==> config.mk <==
export PLATFORM = sky130hd
export DESIGN_NAME = pt_frame_enc
export DESIGN_NICKNAME = d
export VERILOG_FILES = /design/src/rtl/pt_pkg.sv /design/src/rtl/pt_alpha_tick.sv /design/src/rtl/pt_frame_enc.sv
export SDC_FILE = /design/constraint.sdc
export NUM_CORES = 1
export LEC_CHECK = 0
export CAP_MARGIN = 15
export CORE_MARGIN = 5
export CORE_UTILIZATION = 45
export DETAILED_ROUTE_END_ITERATION = 16
export GPL_ROUTABILITY_DRIVEN = 0
export GPL_TIMING_DRIVEN = 0
export PLACE_DENSITY = 0.72
export SETUP_SLACK_MARGIN = 0.2
export SLEW_MARGIN = 20
export SYNTH_ARGS = -nofsm -noshare
export SYNTH_HDL_FRONTEND = slang
export SYNTH_HIERARCHICAL = 1
export SYNTH_SLANG_ARGS = --single-unit
==> constraint.sdc <==
create_clock -name clk -period 2.59 [get_ports clk]
set_input_delay 0.259 -clock clk [delete_from_list [all_inputs] [get_ports clk]]
set_output_delay 0.259 -clock clk [all_outputs]
set_load 0.02 [all_outputs]
==> src/rtl/pt_pkg.sv <==
// pt_pkg: shared definitions for the PT2262-style frame encoder.
// Holds the trit pair codes, the alpha-period timing constants and the
// FSM state encoding used by pt_frame_enc.
// No ports (package).

package pt_pkg;

  // Two-bit trit codes as they appear in the code word (01 and 10 both mean F)
  localparam logic [1:0] TRIT_0 = 2'b00;
  localparam logic [1:0] TRIT_1 = 2'b11;
  localparam logic [1:0] TRIT_F = 2'b01;

  // Pulse widths in units of the oscillator period alpha
  localparam int A_SHORT = 4;
  localparam int A_LONG  = 12;
  localparam int A_HALF  = 16;
  localparam int A_SYM   = 32;
  localparam int A_SYNC  = 128;

  typedef enum logic [1:0] {
    IDLE = 2'd0,
    CODE = 2'd1,
    SYNC = 2'd2
  } state_t;

endpackage

==> src/rtl/pt_alpha_tick.sv <==
// pt_alpha_tick: alpha-clock prescaler.
// Emits a one-cycle tick every ALPHA_DIV clocks while not cleared.
// Ports:
//   clk   - system clock
//   rst   - synchronous active-high reset
//   clr   - holds the prescaler at count 0 (used while the encoder is idle)
//   tick  - high on the last clock of each alpha period

module pt_alpha_tick #(
  parameter int ALPHA_DIV = 1
) (
  input  logic clk,
  input  logic rst,
  input  logic clr,
  output logic tick
);

  localparam int CNT_W = (ALPHA_DIV > 1) ? $clog2(ALPHA_DIV) : 1;

  logic [CNT_W-1:0] cnt;

  // Tick is decoded from the registered count, so the first alpha period after
  // a clear is a full ALPHA_DIV clocks long.
  assign tick = (cnt == CNT_W'(ALPHA_DIV - 1));

  always_ff @(posedge clk) begin
    if (rst || clr) begin
      cnt <= '0;
    end else if (tick) begin
      cnt <= '0;
    end else begin
      cnt <= cnt + 1'b1;
    end
  end

endmodule

==> src/rtl/pt_frame_enc.sv <==
// pt_frame_enc: parametrised PT2262-style frame encoder.
// Captures a TRITS-trit code word on a load strobe and sends it REPEAT times,
// each frame being the trits (MSB pair first) followed by a sync symbol,
// using pulse-width coding timed by an alpha period of ALPHA_DIV clocks.
// Ports:
//   clk   - system clock, rising edge
//   rst   - synchronous active-high reset
//   ld    - load strobe, honoured only while idle
//   ad    - code word, 2 bits per trit
//   q     - registered encoded serial output
//   busy  - high while frames are being sent
//   done  - one-cycle pulse in the first idle cycle after the last frame
// Configuration macro: PT_TRISTATE_EN enables full tri-state (F) decoding;
// without it each trit is taken from the upper bit of its pair.

module pt_frame_enc
  import pt_pkg::*;
#(
  parameter int TRITS     = 12,
  parameter int ALPHA_DIV = 1,
  parameter int REPEAT    = 4
) (
  input  logic               clk,
  input  logic               rst,
  input  logic               ld,
  input  logic [2*TRITS-1:0] ad,
  output logic               q,
  output logic               busy,
  output logic               done
);

  localparam int IDX_W = (TRITS > 1) ? $clog2(TRITS) : 1;
  localparam int REP_W = (REPEAT > 1) ? $clog2(REPEAT) : 1;

  state_t             state;
  logic [IDX_W-1:0]   trit_idx;
  logic [REP_W-1:0]   rep_cnt;
  logic [6:0]         alpha_cnt;
  logic [6:0]         alpha_nxt;
  logic [2*TRITS-1:0] word;
  logic [1:0]         cur_pair;
  logic [1:0]         cur_trit;
  logic               tick;

  pt_alpha_tick #(.ALPHA_DIV(ALPHA_DIV)) u_alpha_tick (
    .clk  (clk),
    .rst  (rst),
    .clr  (state == IDLE),
    .tick (tick)
  );

  assign alpha_nxt = alpha_cnt + 7'd1;
  assign cur_pair  = word[2*trit_idx +: 2];

`ifdef PT_TRISTATE_EN
  assign cur_trit = cur_pair;

  // High time of one half-cycle; F behaves as 0 in the first half and as 1 in
  // the second half.
  function automatic logic [4:0] high_len(input logic [1:0] t, input logic second_half);
    case (t)
      TRIT_0:  high_len = 5'(A_SHORT);
      TRIT_1:  high_len = 5'(A_LONG);
      default: high_len = second_half ? 5'(A_LONG) : 5'(A_SHORT);
    endcase
  endfunction
`else
  logic unused_lsb;
  assign unused_lsb = cur_pair[0];
  assign cur_trit   = {cur_pair[1], cur_pair[1]};

  function automatic logic [4:0] high_len(input logic [1:0] t, input logic second_half);
    logic unused_half;
    unused_half = second_half;
    high_len = t[1] ? 5'(A_LONG) : 5'(A_SHORT);
  endfunction
`endif

  // Level for position a of a trit: bit 4 selects the half (a >= A_HALF),
  // bits 3:0 are the position inside that half.
  function automatic logic code_level(input logic [1:0] t, input logic [6:0] a);
    code_level = ({1'b0, a[3:0]} < high_len(t, a[4]));
  endfunction

  // Single FSM: q is assigned the level of the alpha position being entered,
  // so it is registered and aligned with the counters.
  always_ff @(posedge clk) begin
    if (rst) begin
      state     <= IDLE;
      trit_idx  <= '0;
      rep_cnt   <= '0;
      alpha_cnt <= '0;
      word      <= '0;
      q         <= 1'b0;
      busy      <= 1'b0;
      done      <= 1'b0;
    end else begin
      done <= 1'b0;
      unique case (state)
        IDLE: begin
          q    <= 1'b0;
          busy <= 1'b0;
          if (ld) begin
            word      <= ad;
            state     <= CODE;
            trit_idx  <= IDX_W'(TRITS - 1);
            rep_cnt   <= '0;
            alpha_cnt <= '0;
            busy      <= 1'b1;
            q         <= 1'b1;
          end
        end
        CODE: begin
          if (tick) begin
            if (alpha_cnt == 7'(A_SYM - 1)) begin
              // Every trit and the sync symbol start with a high phase
              alpha_cnt <= '0;
              q         <= 1'b1;
              if (trit_idx == '0) begin
                state <= SYNC;
              end else begin
                trit_idx <= trit_idx - 1'b1;
              end
            end else begin
              alpha_cnt <= alpha_nxt;
              q         <= code_level(cur_trit, alpha_nxt);
            end
          end
        end
        SYNC: begin
          if (tick) begin
            if (alpha_cnt == 7'(A_SYNC - 1)) begin
              alpha_cnt <= '0;
              if (rep_cnt == REP_W'(REPEAT - 1)) begin
                state <= IDLE;
                busy  <= 1'b0;
                done  <= 1'b1;
                q     <= 1'b0;
              end else begin
                rep_cnt  <= rep_cnt + 1'b1;
                trit_idx <= IDX_W'(TRITS - 1);
                state    <= CODE;
                q        <= 1'b1;
              end
            end else begin
              alpha_cnt <= alpha_nxt;
              q         <= (alpha_nxt < 7'(A_SHORT));
            end
          end
        end
        default: begin
          state <= IDLE;
          q     <= 1'b0;
          busy  <= 1'b0;
        end
      endcase
    end
  end

endmodule

Yosys cells after proc, flatten, opt, wreduce, memory -nomap -nowiden --
Cells that the tools add are included.
Operators by class: $add $sub $neg 4, order comparisons 2, equality and inequality tests 14, shift-type cells 1, muxes and demuxes 40, bitwise logic cells 4, reductions and logical operators 14
Operator list (number):
- 2-to-1 mux 7 bit | 5
- 2-to-1 mux 4 bit | 8
- indexed part select 24 x 6 -> 2 bit | 1
- case mux 7 bit (3 select lines) | 1
- 2-to-1 mux 2 bit | 10
- inequality test 2 bit (second input constant) | 9
- case mux 4 bit (3 select lines) | 1
- 2-to-1 mux 1 bit | 11
- AND reduction 4 bit | 2
- AND reduction 8 bit | 1
- adder 7 x 1 -> 7 bit (second input constant) | 1
- == test 7 x 5 -> 1 bit (second input constant) | 1
- == test 7 bit (second input constant) | 1
- < comparator 7 x 3 -> 1 bit (second input constant) | 1
- case mux 1 bit (3 select lines) | 2
- case mux 2 bit (3 select lines) | 1
- AND reduction 6 bit | 1
- AND reduction 5 bit | 1
- == test 2 bit (second input constant) | 2
- zero test 4 bit | 1
- < comparator 4 bit | 1
- inverter 1 bit | 4
- case mux 2 bit (2 select lines) | 1
- AND reduction 2 bit | 2
- 10 further kinds | 10
Word-level totals: register bits after elaboration 43, output and inout port bits 3, word-level logic and storage cells 88

Logic depth before layout (Yosys ltp) --
Gate-level depths: netlist of run 1.
depth in word-level cells 6, depth in mapped cells 11, depth with buffers taken out 10

By module --
The synthesis of run 1 kept the hierarchy.
Modules (own cells, without submodules):
- pt_frame_enc | instances 1, cells an instance 214, area an instance 1716.6 µm², seq. area each 600.6 µm²
- pt_alpha_tick | instances 1, cells an instance 3, area an instance 27.5 µm², seq. area each 20.0 µm²

Worst setup path after synthesis of run 1 --
Ideal clock, no wire load.
path type register to register, start reg trit_idx[0], end reg q, library setup time 0.128 ns, data arrival time 2.123 ns, required time 2.462 ns, slack 0.339 ns, cell stages (with the launch flop) 12, buffers on the path 1, period minus slack after synthesis 2.251 ns, path through dfxtp_1 -> clkbuf_1 -> mux4_2 -> nand2_1 -> a21oi_1 -> a31oi_1 -> ha_1 -> nand2b_1 -> a21oi_1 -> a311o_1 -> a211oi_1 -> o41ai_1
Between the ends: cells in the longest elaborated chain, start to end 6
RTL lines:
- start: declaration | line pt_frame_enc.sv:36 | logic [IDX_W-1:0] trit_idx;
- start signal: assignment | line pt_frame_enc.sv:106 | trit_idx <= IDX_W'(TRITS - 1);
- start signal: assignment | line pt_frame_enc.sv:122 | trit_idx <= trit_idx - 1'b1;
- start signal: assignment | line pt_frame_enc.sv:141 | trit_idx <= IDX_W'(TRITS - 1);
- indexed part select 24 x 6 -> 2 bit | line pt_frame_enc.sv:53 | assign cur_pair = word[2*trit_idx +: 2];
- 2-to-1 mux 4 bit | line pt_frame_enc.sv:75 | high_len = t[1] ? 5'(A_LONG) : 5'(A_SHORT);
- < comparator 4 bit | line pt_frame_enc.sv:82 | code_level = ({1'b0, a[3:0]} < high_len(t, a[4]));
- 2-to-1 mux 1 bit | line pt_frame_enc.sv:115 | if (alpha_cnt == 7'(A_SYM - 1)) begin
- 2-to-1 mux 1 bit | line pt_frame_enc.sv:114 | if (tick) begin
- case mux 1 bit (3 select lines) | line pt_frame_enc.sv:99 | unique case (state)
- end signal: assignment | line pt_frame_enc.sv:126 | q <= code_level(cur_trit, alpha_nxt);
- end signal: assignment | line pt_frame_enc.sv:147 | q <= (alpha_nxt < 7'(A_SHORT));
- end: declaration | line pt_frame_enc.sv:27 | output logic q,
No other way between the ends. The select of a mux whose other input is x is not followed. A chain may end at the register's enable or synchronous reset.

Worst setup path after layout of run 1 --
Same ends and word-level chain as after synthesis.

==> summary.txt, run 1 <==
Status
  – Outcome: completed

Timing
  – Clk_skew: roughly 0.0033 ns
  – Worst slew pin tran: about 0.59 ns
  – Max Slew Vio Count: 0
  – Final Cycle Share: 0.936
  – RSZ-0062 raised after global routing: true
  – Period minus WS final: 2.42 ns
  – Final TNS setup: 0 ns
  – Final hold vios: 0
  – Relative slew slack: 0.608
  – Final Setup Violations: 0
  – Max Fclk: 413 MHz

Floorplanning
  – Starting Density: 0.469
  – Num ports: 30
  – Die W: 72.3 um
  – Row count: 22
  – Die area: 0.00522 sq mm
  – Die height: ~72 um
  – Core box area: roughly 0.0037 sq mm

Min path
  – Hold Path Class: flop to flop
  – Worst hold start: word[13]

Power
  – Cell internal pwr: 1290 uW
  – Power per cell area: 971 mW/mm^2
  – Leak: between 0.0008 and 0.0009 uW
  – Proportion of power drawn by flip-flops and latches: 0.315
  – Switching pwr: 748 uW
  – Clock network power share: 0.240
  – Sw Share: 0.366
  – Design Power: 2040 uW
  – VDD IR-drop max: 0.000652 V
  – Combinational share of power: 0.445

Route
  – Via count: 1576
  – Post-route ant nets: 0
  – Routed len/inst: roughly 13 um
  – Vias per cell: 5.43
  – Post-Route WL: about 3.8 mm
  – DRC viols: 0
  – Initial DRC count: 120
  – 1st-pass router iterations: 4

Clocking
  – Maximum clock path buffer count: 2
  – Reg clk slew, reported paths: 0.07 ns
  – Clk root buf: clkbuf_8
  – Clk sinks: 31
  – Htree depth: 2
  – CTS tree: built
  – CTS Buf Count: 5
  – Clk Latency, worst-skew pair: approximately 0.28 ns

Synthesis
  – Synth Flop Type: dfxtp_1
  – Cell taking the most area after synthesis: dfxtp_1
  – Post-synthesis sequential area ratio: 0.356
  – Synth warn: 6
  – Mean post-synth cell area: approximately 8.0 sq um
  – Synthesized instance count: 217
  – Synth Net Count: 252
  – Share of the synthesized area in the top cell type: 0.356
  – Yosys reg bits: 31
  – Post-synth EDFFs: 0
  – Async SR Flop Fraction: 0
  – Synthesized area: 0.00174 sq mm
  – Synth area leaders: dfxtp_1 36%, nand2_1 7.7%, a21oi_1 6.3%
  – Netlist cell types: 46

Place
  – DPL Wire Length: roughly 2.8 mm
  – Number of port buffers: 17
  – Placed cells: 282
  – Placed cell areas: 0.00197 sq mm

Layout
  – Util after Layout: 0.566
  – Net count, final: 276
  – Register Area: 621 sq um
  – Area delta synth->final: 20.5%
  – Fill cell count: 349
  – Post-Layout Cell Count: 290
  – Fin area: 0.00210 sq mm
  – Share of cells above drive strength 1: 0.103
  – Multi-input logic area: slightly above 0.001 sq mm
  – Ant. Diodes: 0

Critical path
  – Worst r2r src: trit_idx[0]
  – CP Capture Type: flop
  – Critical path required time: 2.74 ns
  – Critical path class: flop to flop
  – CP startpoint: trit_idx[0]
  – Critical path peak fanout: 6
  – Crit path DAT: 2.58 ns
  – Startpoint type of the worst setup path: flop

GRT
  – Tot GR Track Use: 0.160
  – First-pass GRT wire length: 6.66 mm
  – Initial antenna violation count: 0
  – Grt total ovfl: 0
  – Largest net degree at the start of global routing: 11
  – Number of global-route vias before repair: 1419

Job
  – Max-Cap Viols: 0
-- repair_timing --
action,in CTS,in global routing
resized for setup,3,3
buffers inserted,0,0
endpoints found under the setup margin,1,6
hold buffers,0,0
cloned,0,0
-- Yosys cell counts, drive strengths merged (4+ instances only) --
cell	count
nand2b	6
inv	9
a21oi	22
ha	8
nor2	14
nor3	5
dfxtp	31
a211oi	6
clkbuf	8
nand2	36
buf	8
nand3	6
o21ai	5
nand4	4
-- stage by stage --
stage	hold slack [ns]	worst slack, ns
2_1_floorplan	0.395	0.339
6_report	0.456	0.166
4_1_cts	0.458	0.152
5_1_grt	0.477	0.0600
3_5_place_dp	0.448	-0.0732
3_3_place_gp	0.441	-0.0786
-- power groups by stage --
| stage | Clock, uW | Combinational, uW | Sequential [uW] |
|---|---|---|---|
| floorplan | 0 | 666 | 652 |
| global placement | 0 | 871 | 649 |
| detailed placement | 0 | 881 | 651 |
| CTS | 500 | 901 | 642 |
| global route | 527 | 1020 | 658 |
| finish | 490 | 908 | 643 |
-- state kept, by name, indices dropped and copies added (netlist names) --
signal,flops
trit_idx,4
busy,1
rep_cnt,2
u_alpha_tick/cnt,1
alpha_cnt,7
q,1
done,1
word,12
state,2
-- worst max-delay path: stages, from the launching register on --
cell and delay (ns):
dfxtp_1 0.32, buf_4 0.16, mux4_2 0.51, nand2_1 0.08, a21oi_1 0.05, a31oi_1 0.21
ha_1 0.18, nand2b_1 0.10, a21oi_1 0.05, a311o_1 0.34, a211oi_2 0.19, o41ai_1 0.09
-- layer usage --
layer	GRT usage	routed length, um	vias up
li1	-	-	812
met1	0.230	1880	717
met2	0.234	1670	42
met3	0.0388	227	5
met4	0.0564	44	0
met5	0	0	-
-- final timing paths --
kind | to | slack, ns | cells past startpoint
worst max-delay path | q | 0.17 | 11
worst min-delay path | word[13] | 0.46 | 2
worst max register to register | q | 0.17 | 11
worst min register to register | word[13] | 0.46 | 2
-- area by class of cell --
type,count,share of cell area
buffer,16,0.0375
clock buffer,6,0.0393
clock inverter,2,0.0167
inverter,9,0.0161
multi-input combinational,161,0.486
sequential,31,0.295
tap,48,0.0286
timing repair buffer,17,0.0810
-- cell usage in the layout (no fill, tap or decap), drive strengths merged, types with 2 or more instances in the layout --
cell type,n
a211oi,6
a21oi,22
a31oi,3
and2,3
and3,2
buf,9
clkbuf,13
clkdlybuf4s50,17
dfxtp,31
ha,8
inv,9
mux2i,3
mux4,3
nand2,36
nand2b,6
nand3,6
nand4,4
nor2,14
nor2b,3
nor3,5
nor4,3
o21ai,5
o21ba,2
o22ai,2
o31ai,2
o41ai,2
or4,2
xnor2,3
xor2,2
-- cell families after synthesis --
| group | synth area share |
|---|---|
| AOI/OAI and AO/OA | 0.181 |
| xor gates and xnor gates | 0.0251 |
| adders and majority gates | 0.0574 |
| buffers and inverters | 0.0624 |
| DFF | 0.356 |
| muxes | 0.0624 |
| other | 0.00215 |
| and+or+nand+nor | 0.253 |
Note: power is estimated with default switching activity, not from simulation.
==> inputs of run 2 (changes only) <==
--- a/config.mk
+++ b/config.mk
@@ -6,12 +6,12 @@
 export NUM_CORES = 1
 export LEC_CHECK = 0
 export CAP_MARGIN = 15
-export CORE_MARGIN = 5
 export CORE_UTILIZATION = 45
 export DETAILED_ROUTE_END_ITERATION = 16
 export GPL_ROUTABILITY_DRIVEN = 0
 export GPL_TIMING_DRIVEN = 0
 export PLACE_DENSITY = 0.72
+export RECOVER_POWER = 25
 export SETUP_SLACK_MARGIN = 0.2
 export SLEW_MARGIN = 20
 export SYNTH_ARGS = -nofsm -noshare
==> run 2 against run 1 <==
  * Sequential share of layout area shrank 0.31 points
  * Cell count is the same
  * Power shrank 1.2%
  * Sequential cell count is the same
  * Core utilization grew 1.1 points
  * Die area shrank 21%
  * Sequential power grew 1%
  * Routed wire length is essentially flat
  * Clock skew grew 0.0032 ns
  * Via count grew 0.57%
  * Non-clock buffer count is the same
  * Largest power group unchanged
  * Highest routed layer unchanged
==> summary.txt, run 2 (synthesis results as in run 1) <==
Status
  – Outcome: completed

Timing
  – Max Fclk: 421 MHz (+2.0%)
  – Max Slew Vio Count: 0 (unchanged)
  – Relative slew slack: 0.563 (-0.0442)
  – Period minus WS final: 2.38 ns (-0.0465 ns)
  – Final Setup Violations: 0 (unchanged)
  – Setup ws final: 0.213 ns (+0.0465 ns)
  – RSZ-0062 raised after global routing: true
  – Final hold vios: 0 (unchanged)
  – Final Cycle Share: 0.918 (-0.0180)
  – Final TNS setup: 0 ns (unchanged)
  – Worst slew pin tran: 0.653 ns (+0.0662 ns)
  – Clk_skew: 0.00653 ns (+0.00321 ns)

Power
  – Proportion of power drawn by flip-flops and latches: 0.322 (+0.007)
  – Switching pwr: 767 uW (+2.6%)
  – Clock network power share: 0.210 (-0.030)
  – VDD IR-drop max: 0.000629 V (-3.5%)
  – Sw Share: 0.380 (+0.0140)
  – Power per cell area: 948 mW/mm^2 (-2.4%)
  – Cell internal pwr: 1250 uW (-3.4%)
  – Leak: 0.000803 uW (+0.37%)
  – Combinational share of power: 0.468 (+0.023)

Layout
  – Largest register FFs: 12 (unchanged)
  – Commonest non-fill, non-tap cells in the layout: 34 x nand2_1, 30 x dfxtp_1, 20 x a21oi_1, 14 x nor2_1, 13 x clkdlybuf4s50_1
  – Top reg by flops: word
  – Commonest non-fill, non-tap cell in the layout: nand2_1
  – Net count, final: 276 (unchanged)
  – Biggest regs: word (12), alpha_cnt (7), trit_idx (4)
  – Area delta synth->final: 22.0%
  – Fill cell count: 358 (+2.6%)
  – Util after Layout: 0.577 (+0.0113)
  – Fin area: 0.00213 sq mm (+1.2%)
  – Share of cells above drive strength 1: 0.132 (+0.0289)
  – Ant. Diodes: 0 (unchanged)

Clocking
  – Hold_buf cts: 0 (unchanged)
  – Maximum clock path buffer count: 2 (unchanged)
  – Reg clk slew, reported paths: 0.07 ns (about the same)
  – Clk root buf: clkbuf_8
  – CTS tree: built
  – Htree depth: 2 (unchanged)
  – CTS Buf Count: 5 (unchanged)
  – Clk Latency, worst-skew pair: 0.28 ns (about the same)
  – Clk sinks: 31 (unchanged)

Route
  – Vias per cell: 5.47 (+0.57%)
  – Routed len/inst: 13.2 um (about the same)
  – DRC viols: 0 (unchanged)
  – Initial DRC count: 76 (-37%)
  – 1st-pass router iterations: 4 (unchanged)
  – Via count: 1585 (+0.57%)
  – Post-Route WL: 3.83 mm (about the same)
  – Post-route ant nets: 0 (unchanged)

Floorplanning
  – Num ports: 30 (unchanged)
  – Core box area: 0.00369 sq mm (-0.74%)
  – Row count: 22 (unchanged)
  – Die W: 64.3 um (-11%)
  – Starting Density: 0.473 (+0.00350)
  – Die area: 0.00413 sq mm (-21%)
  – Die height: 64.3 um (-11%)

Place
  – Number of port buffers: 17 (unchanged)
  – Placed cell areas: 0.00197 sq mm (unchanged)
  – DPL Wire Length: 2.77 mm (-0.99%)
  – Pre-CTS setup slack: 0.0435 ns (+0.117 ns)

Critical path
  – Startpoint type of the worst setup path: flop
  – FF-to-FF setup slack: 0.21 ns (+0.05 ns)
  – Critical path peak fanout: 8 (+2)
  – R2R depth: 7 (-4)
  – CP startpoint: alpha_cnt[0]
  – Critical path class: flop to flop
  – Worst r2r src: alpha_cnt[0]
  – Crit path DAT: 2.61 ns (+0.03 ns)
  – CP Capture Type: flop
  – R2r endpoint: trit_idx[3]
  – Critical path required time: 2.82 ns (+0.08 ns)

GRT
  – Initial antenna violation count: 0 (unchanged)
  – Number of global-route vias before repair: 1442 (+1.6%)
  – Largest net degree at the start of global routing: 11 (unchanged)
  – Tot GR Track Use: 0.212 (+0.0513)
  – First-pass GRT wire length: 6.73 mm (+1.1%)
  – Grt total ovfl: 0 (unchanged)

Min path
  – Hold EP: word[7]
  – Hold Path Class: flop to flop
  – Hold depth: 2 (unchanged)
  – Worst hold start: word[7]

Job
  – Max-Cap Viols: 0 (unchanged)
-- run 2: cell count changes in the layout (fill, tap and decap cells not counted), moves of 2 or more --
cell,change
nand2_1,-2
dlygate4sd3_1,+4
a21oi_1,-2
nand2_2,+2
clkbuf_1,+2
a21oi_2,+2
clkdlybuf4s50_1,-4
-- run 2: what timing repair did --
action                                 in CTS  in global routing
pin swaps                                   1                  7
setup endpoints to repair                   1                  5
resized for setup                           5                 11
buffers inserted                            0                  0
endpoints found under the hold margin       0                  0
-- run 2: worst max path at each step --
stage                             end  slack, ns
after floorplan                     q       0.34
after global placement              q       0.03
after detailed placement            q       0.04
after CTS                           q       0.23
after global routing      trit_idx[3]       0.11
final                     trit_idx[3]       0.21
-- run 2: layout make-up --
type | count | area [sq um] | area share
Sequential cell | 31 | 622 | 0.292
Buffer | 16 | 85.1 | 0.0400
Clock buffer | 8 | 100 | 0.0470
Timing Repair Buffer | 17 | 170 | 0.0800
Tap cell | 48 | 60.1 | 0.0282
Inverter | 9 | 33.8 | 0.0159
Multi-Input combinational cell | 161 | 1060 | 0.497
-- run 2: layer usage --
| layer | global-route usage | vias to the layer above | routed length [um] |
|---|---|---|---|
| li1 | - | 811 | - |
| met1 | 0.292 | 728 | 1870 |
| met2 | 0.316 | 40 | 1690 |
| met3 | 0.0500 | 6 | 207 |
| met4 | 0.0833 | 0 | 57 |
| met5 | 0 | - | 0 |
-- run 2: metrics by stage --
stage               total power (uW)  std cells  hold WS [ns]
floorplan                       1320        217         0.395
global placement                1520        282         0.443
detailed placement              1530        282         0.448
CTS                             1970        290         0.457
global route                    2170        290         0.472
finish                          2020        290         0.455
-- run 2: power groups by stage --
stage | sequential (uW) | combinational (uW) | clock, uW
CTS | 644 | 901 | 427
global placement | 649 | 868 | 0
global route | 663 | 1050 | 453
floorplan | 652 | 666 | 0
finish | 650 | 943 | 424
detailed placement | 652 | 877 | 0
-- run 2: critical path, stage by stage, from the launching register on --
cell	delay, ns
dfxtp_1	0.40
ha_1	0.16
buf_2	0.17
and4_1	0.20
clkbuf_1	0.26
nand4_1	0.19
a2111oi_1	0.70
o21ba_2	0.24
==> inputs of run 3 (changes only) <==
--- a/config.mk
+++ b/config.mk
@@ -10,11 +10,9 @@
 export DETAILED_ROUTE_END_ITERATION = 16
 export GPL_ROUTABILITY_DRIVEN = 0
 export GPL_TIMING_DRIVEN = 0
-export PLACE_DENSITY = 0.72
+export PLACE_DENSITY = 0.71
 export RECOVER_POWER = 25
-export SETUP_SLACK_MARGIN = 0.2
 export SLEW_MARGIN = 20
 export SYNTH_ARGS = -nofsm -noshare
 export SYNTH_HDL_FRONTEND = slang
-export SYNTH_HIERARCHICAL = 1
 export SYNTH_SLANG_ARGS = --single-unit
==> run 3 against run 2 <==
  * Core utilization down 0.45 points
  * Clock power up 18%
  * Combinational power down 28%
==> summary.txt, run 3 <==
Critical path
  – WP buf/inv: 1 (-1)
  – Critical path class: flop to flop
  – Crit-path cells: clkbuf_1 -> mux4_2 -> nand2_1 -> a21oi_1 -> a31oi_1 -> ha_1 -> a21oi_1 -> o21ai_0 -> a311oi_1
  – CP max stage cell: mux4_2
  – Most frequent CP cell: a21oi_1
  – Crit path DAT: 2.53 ns (-0.08 ns)
  – Max incr delay on CP: 0.55 ns (-0.15 ns)
  – Critical path required time: 2.78 ns (-0.04 ns)
  – Critical path peak fanout: 7 (-1)
  – Delay-heaviest family, CP: compound AO/OA/AOI/OAI gates
  – CP Capture Type: flop
  – Startpoint type of the worst setup path: flop

Synthesis
  – Most common cell in the synthesized netlist: nand2_1
  – Mux share of post-synthesis cell area: 0.0654 (+0.00296)
  – Synth cell count leaders: 40 x nand2_1, 31 x dfxtp_1, 22 x a21oi_1
  – Synth Area in Adders: 0.0556 (-0.00176)
  – Netlist cell types: 51 (+11%)
  – Share of the synthesized area in the top cell type: 0.345 (-0.0109)
  – Largest family of logic cells by synthesized area: simple AND/OR/NAND/NOR gates
  – Post-synthesis sequential area ratio: 0.345 (-0.0109)
  – Synth Flop Type: dfxtp_1
  – Yosys reg bits: 31 (unchanged)
  – Post-synthesis xor/xnor area fraction: 0.0146 (-0.0105)
  – Synthesized instance count: 220 (+1.4%)
  – Synth Area in Compound Gates: 0.184 (+0.00279)
  – Mean post-synth cell area: 8.18 sq um (+1.7%)
  – Post-synth EDFFs: 0 (unchanged)
  – Synth Net Count: 255 (+1.2%)
  – Cell taking the most area after synthesis: dfxtp_1
  – Async SR Flop Fraction: 0 (unchanged)
  – Synthesized area: 0.00180 sq mm (+3.2%)
  – Synth area leaders: dfxtp_1 34%, nand2_1 8.3%, a21oi_1 6.1%
  – Synth warn: 0 (-6)
  – Synth Area in Simple Gates: 0.268 (+0.0152)

Timing
  – Final Setup Violations: 0 (unchanged)
  – Final hold vios: 0 (unchanged)
  – Final Cycle Share: 0.901 (-0.0174)
  – Max Fclk: 429 MHz (+1.9%)
  – Final TNS setup: 0 ns (unchanged)
  – RSZ-0062 raised after global routing: false
  – Relative slew slack: 0.606 (+0.0421)
  – Max Slew Vio Count: 0 (unchanged)
  – Clk_skew: 0.00594 ns (-0.000587 ns)
  – Worst slew pin tran: 0.592 ns (-0.0615 ns)
  – Period minus WS final: 2.33 ns (-0.0450 ns)

GRT
  – Tot GR Track Use: 0.209 (-0.00229)
  – Grt total ovfl: 0 (unchanged)
  – Largest net degree at the start of global routing: 11 (unchanged)
  – Initial antenna violation count: 0 (unchanged)
  – First-pass GRT wire length: 6.63 mm (-1.5%)
  – Number of global-route vias before repair: 1399 (-3.0%)

Layout
  – Commonest non-fill, non-tap cells in the layout: 40 x nand2_1, 31 x dfxtp_1, 22 x a21oi_1, 13 x nor2_1, 13 x clkdlybuf4s50_1
  – Share of cells above drive strength 1: 0.123 (-0.00928)
  – Top reg by flops: word
  – Area delta synth->final: 19.1%
  – Largest register FFs: 12 (unchanged)
  – Net count, final: 278 (+0.72%)
  – Biggest regs: word (12), alpha_cnt (7), trit_idx (4)
  – Commonest non-fill, non-tap cell in the layout: nand2_1
  – Fin area: 0.00214 sq mm (+0.71%)
  – Ant. Diodes: 0 (unchanged)

Route
  – 1st-pass router iterations: 4 (unchanged)
  – Initial DRC count: 59 (-22%)
  – Post-Route WL: 3.96 mm (+3.4%)
  – Routed len/inst: 13.5 um (+2.7%)
  – Post-route ant nets: 0 (unchanged)
  – DRC viols: 0 (unchanged)
  – Vias per cell: 5.47 (about the same)
  – Via count: 1597 (+0.76%)

Clocking
  – Clk root buf: clkbuf_8
  – Reg clk slew, reported paths: 0.07 ns (about the same)
  – CTS tree: built
  – Hold_buf cts: 0 (unchanged)
  – Clk Latency, worst-skew pair: 0.29 ns (about the same)
  – Maximum clock path buffer count: 2 (unchanged)
  – CTS Buf Count: 5 (unchanged)
  – Htree depth: 2 (unchanged)
  – Clk sinks: 31 (unchanged)

Floorplanning
  – Die W: 65.2 um (+1.5%)
  – Die height: 65.2 um (+1.5%)
  – Starting Density: 0.481 (+0.00775)
  – Num ports: 30 (unchanged)
  – Core box area: 0.00374 sq mm (+1.5%)
  – Row count: 22 (unchanged)
  – Die area: 0.00425 sq mm (+3.1%)

Status
  – Outcome: completed

Power
  – Proportion of power drawn by flip-flops and latches: 0.346 (+0.024)
  – Combinational share of power: 0.375 (-0.093)
  – Leak: 0.000820 uW (+2.1%)
  – Sw Share: 0.359 (-0.0212)
  – Cell internal pwr: 1150 uW (-7.7%)
  – Switching pwr: 646 uW (-16%)
  – Clock network power share: 0.279 (+0.069)
  – Power per cell area: 840 mW/mm^2 (-11%)
  – Design Power: 1800 uW (-11%)
  – VDD IR-drop max: 0.000505 V (-20%)

Place
  – Number of port buffers: 17 (unchanged)
  – DPL Wire Length: 2.79 mm (+0.62%)
  – Placed cell areas: 0.00203 sq mm (+2.8%)

Min path
  – Hold Path Class: flop to flop

Job
  – Max-Cap Viols: 0 (unchanged)
==> run 3: cell count changes after synthesis, moves of 3 or more <==
cell and delta:
a211oi_1 -5, nand2_1 +4, a311oi_1 +3, buf_2 -3
nand4_1 -3, nor3_2 +3
==> run 3: timing repair <==
item / in CTS / in global routing
setup endpoints to repair: 0 / 1
setup buffers: 0 / 0
resized for setup: 0 / 0
==> run 3: final timing paths <==
check              startpoint      end  slack [ns]  cells past startpoint
setup / recovery  trit_idx[1]        q        0.26                      9
hold / removal        word[5]  word[5]        0.45                      2
setup reg to reg  trit_idx[1]        q        0.26                      9
hold reg to reg       word[5]  word[5]        0.45                      2
==> run 3: power groups by stage <==
stage          sequential [uW]  clock (uW)  combinational, uW
3_5_place_dp               616           0                694
4_1_cts                    606         509                698
2_1_floorplan              621           0                514
3_3_place_gp               615           0                685
5_1_grt                    636         542                753
6_report                   623         502                675
==> run 3: final cells by class <==
class / count / area (sq um)
Clock buffer: 6 / 82.6
Sequential cell: 31 / 621
Buffer: 14 / 78.8
Fill cell: 381 / 1600
Tap cell: 48 / 60.1
Inverter: 9 / 33.8
Multi-Input combinational cell: 165 / 1060
Clock inverter: 2 / 35.0
Timing Repair Buffer: 17 / 170
==> run 3: metal layers <==
metal | GRT usage | part of all wire | wire length (um) | vias to the layer above
met5 | 0 | 0 | 0 | -
met4 | 0.0815 | 0.018 | 72 | 0
met1 | 0.279 | 0.50 | 1970 | 744
met3 | 0.0625 | 0.026 | 102 | 6
met2 | 0.316 | 0.46 | 1810 | 24
li1 | - | - | - | 823
==> run 3: worst reg2reg max path, cell delays in order (launching register included) <==
cell and delay, ns:
dfxtp_1 0.30, clkbuf_1 0.30, mux4_2 0.55, nand2_1 0.08, a21oi_1 0.06, a31oi_1 0.16, ha_1 0.25, a21oi_1 0.13
o21ai_0 0.11, a311oi_1 0.31
==> run 3: stage by stage <==
step                utilization  setup slack, ns  hold slack (ns)  instances
CTS                       0.574            0.171            0.455        293
global route              0.573            0.117            0.477        292
global placement          0.542            0.200            0.439        285
finish                    0.573            0.258            0.454        292
detailed placement        0.542            0.160            0.446        285
floorplan                     -            0.500            0.395        220
==> run 3: cell families (layout without fill, tap and decap cells) <==
logic type | after synthesis | count (layout)
buffers and inverters | 24 | 48
flip-flops | 31 | 31
AO/OA/AOI/OAI | 50 | 50
XOR/XNOR | 3 | 3
AND/OR/NAND/NOR | 95 | 95
adder cells (fa/ha/maj) | 8 | 8
other | 1 | 1
multiplexers | 8 | 8
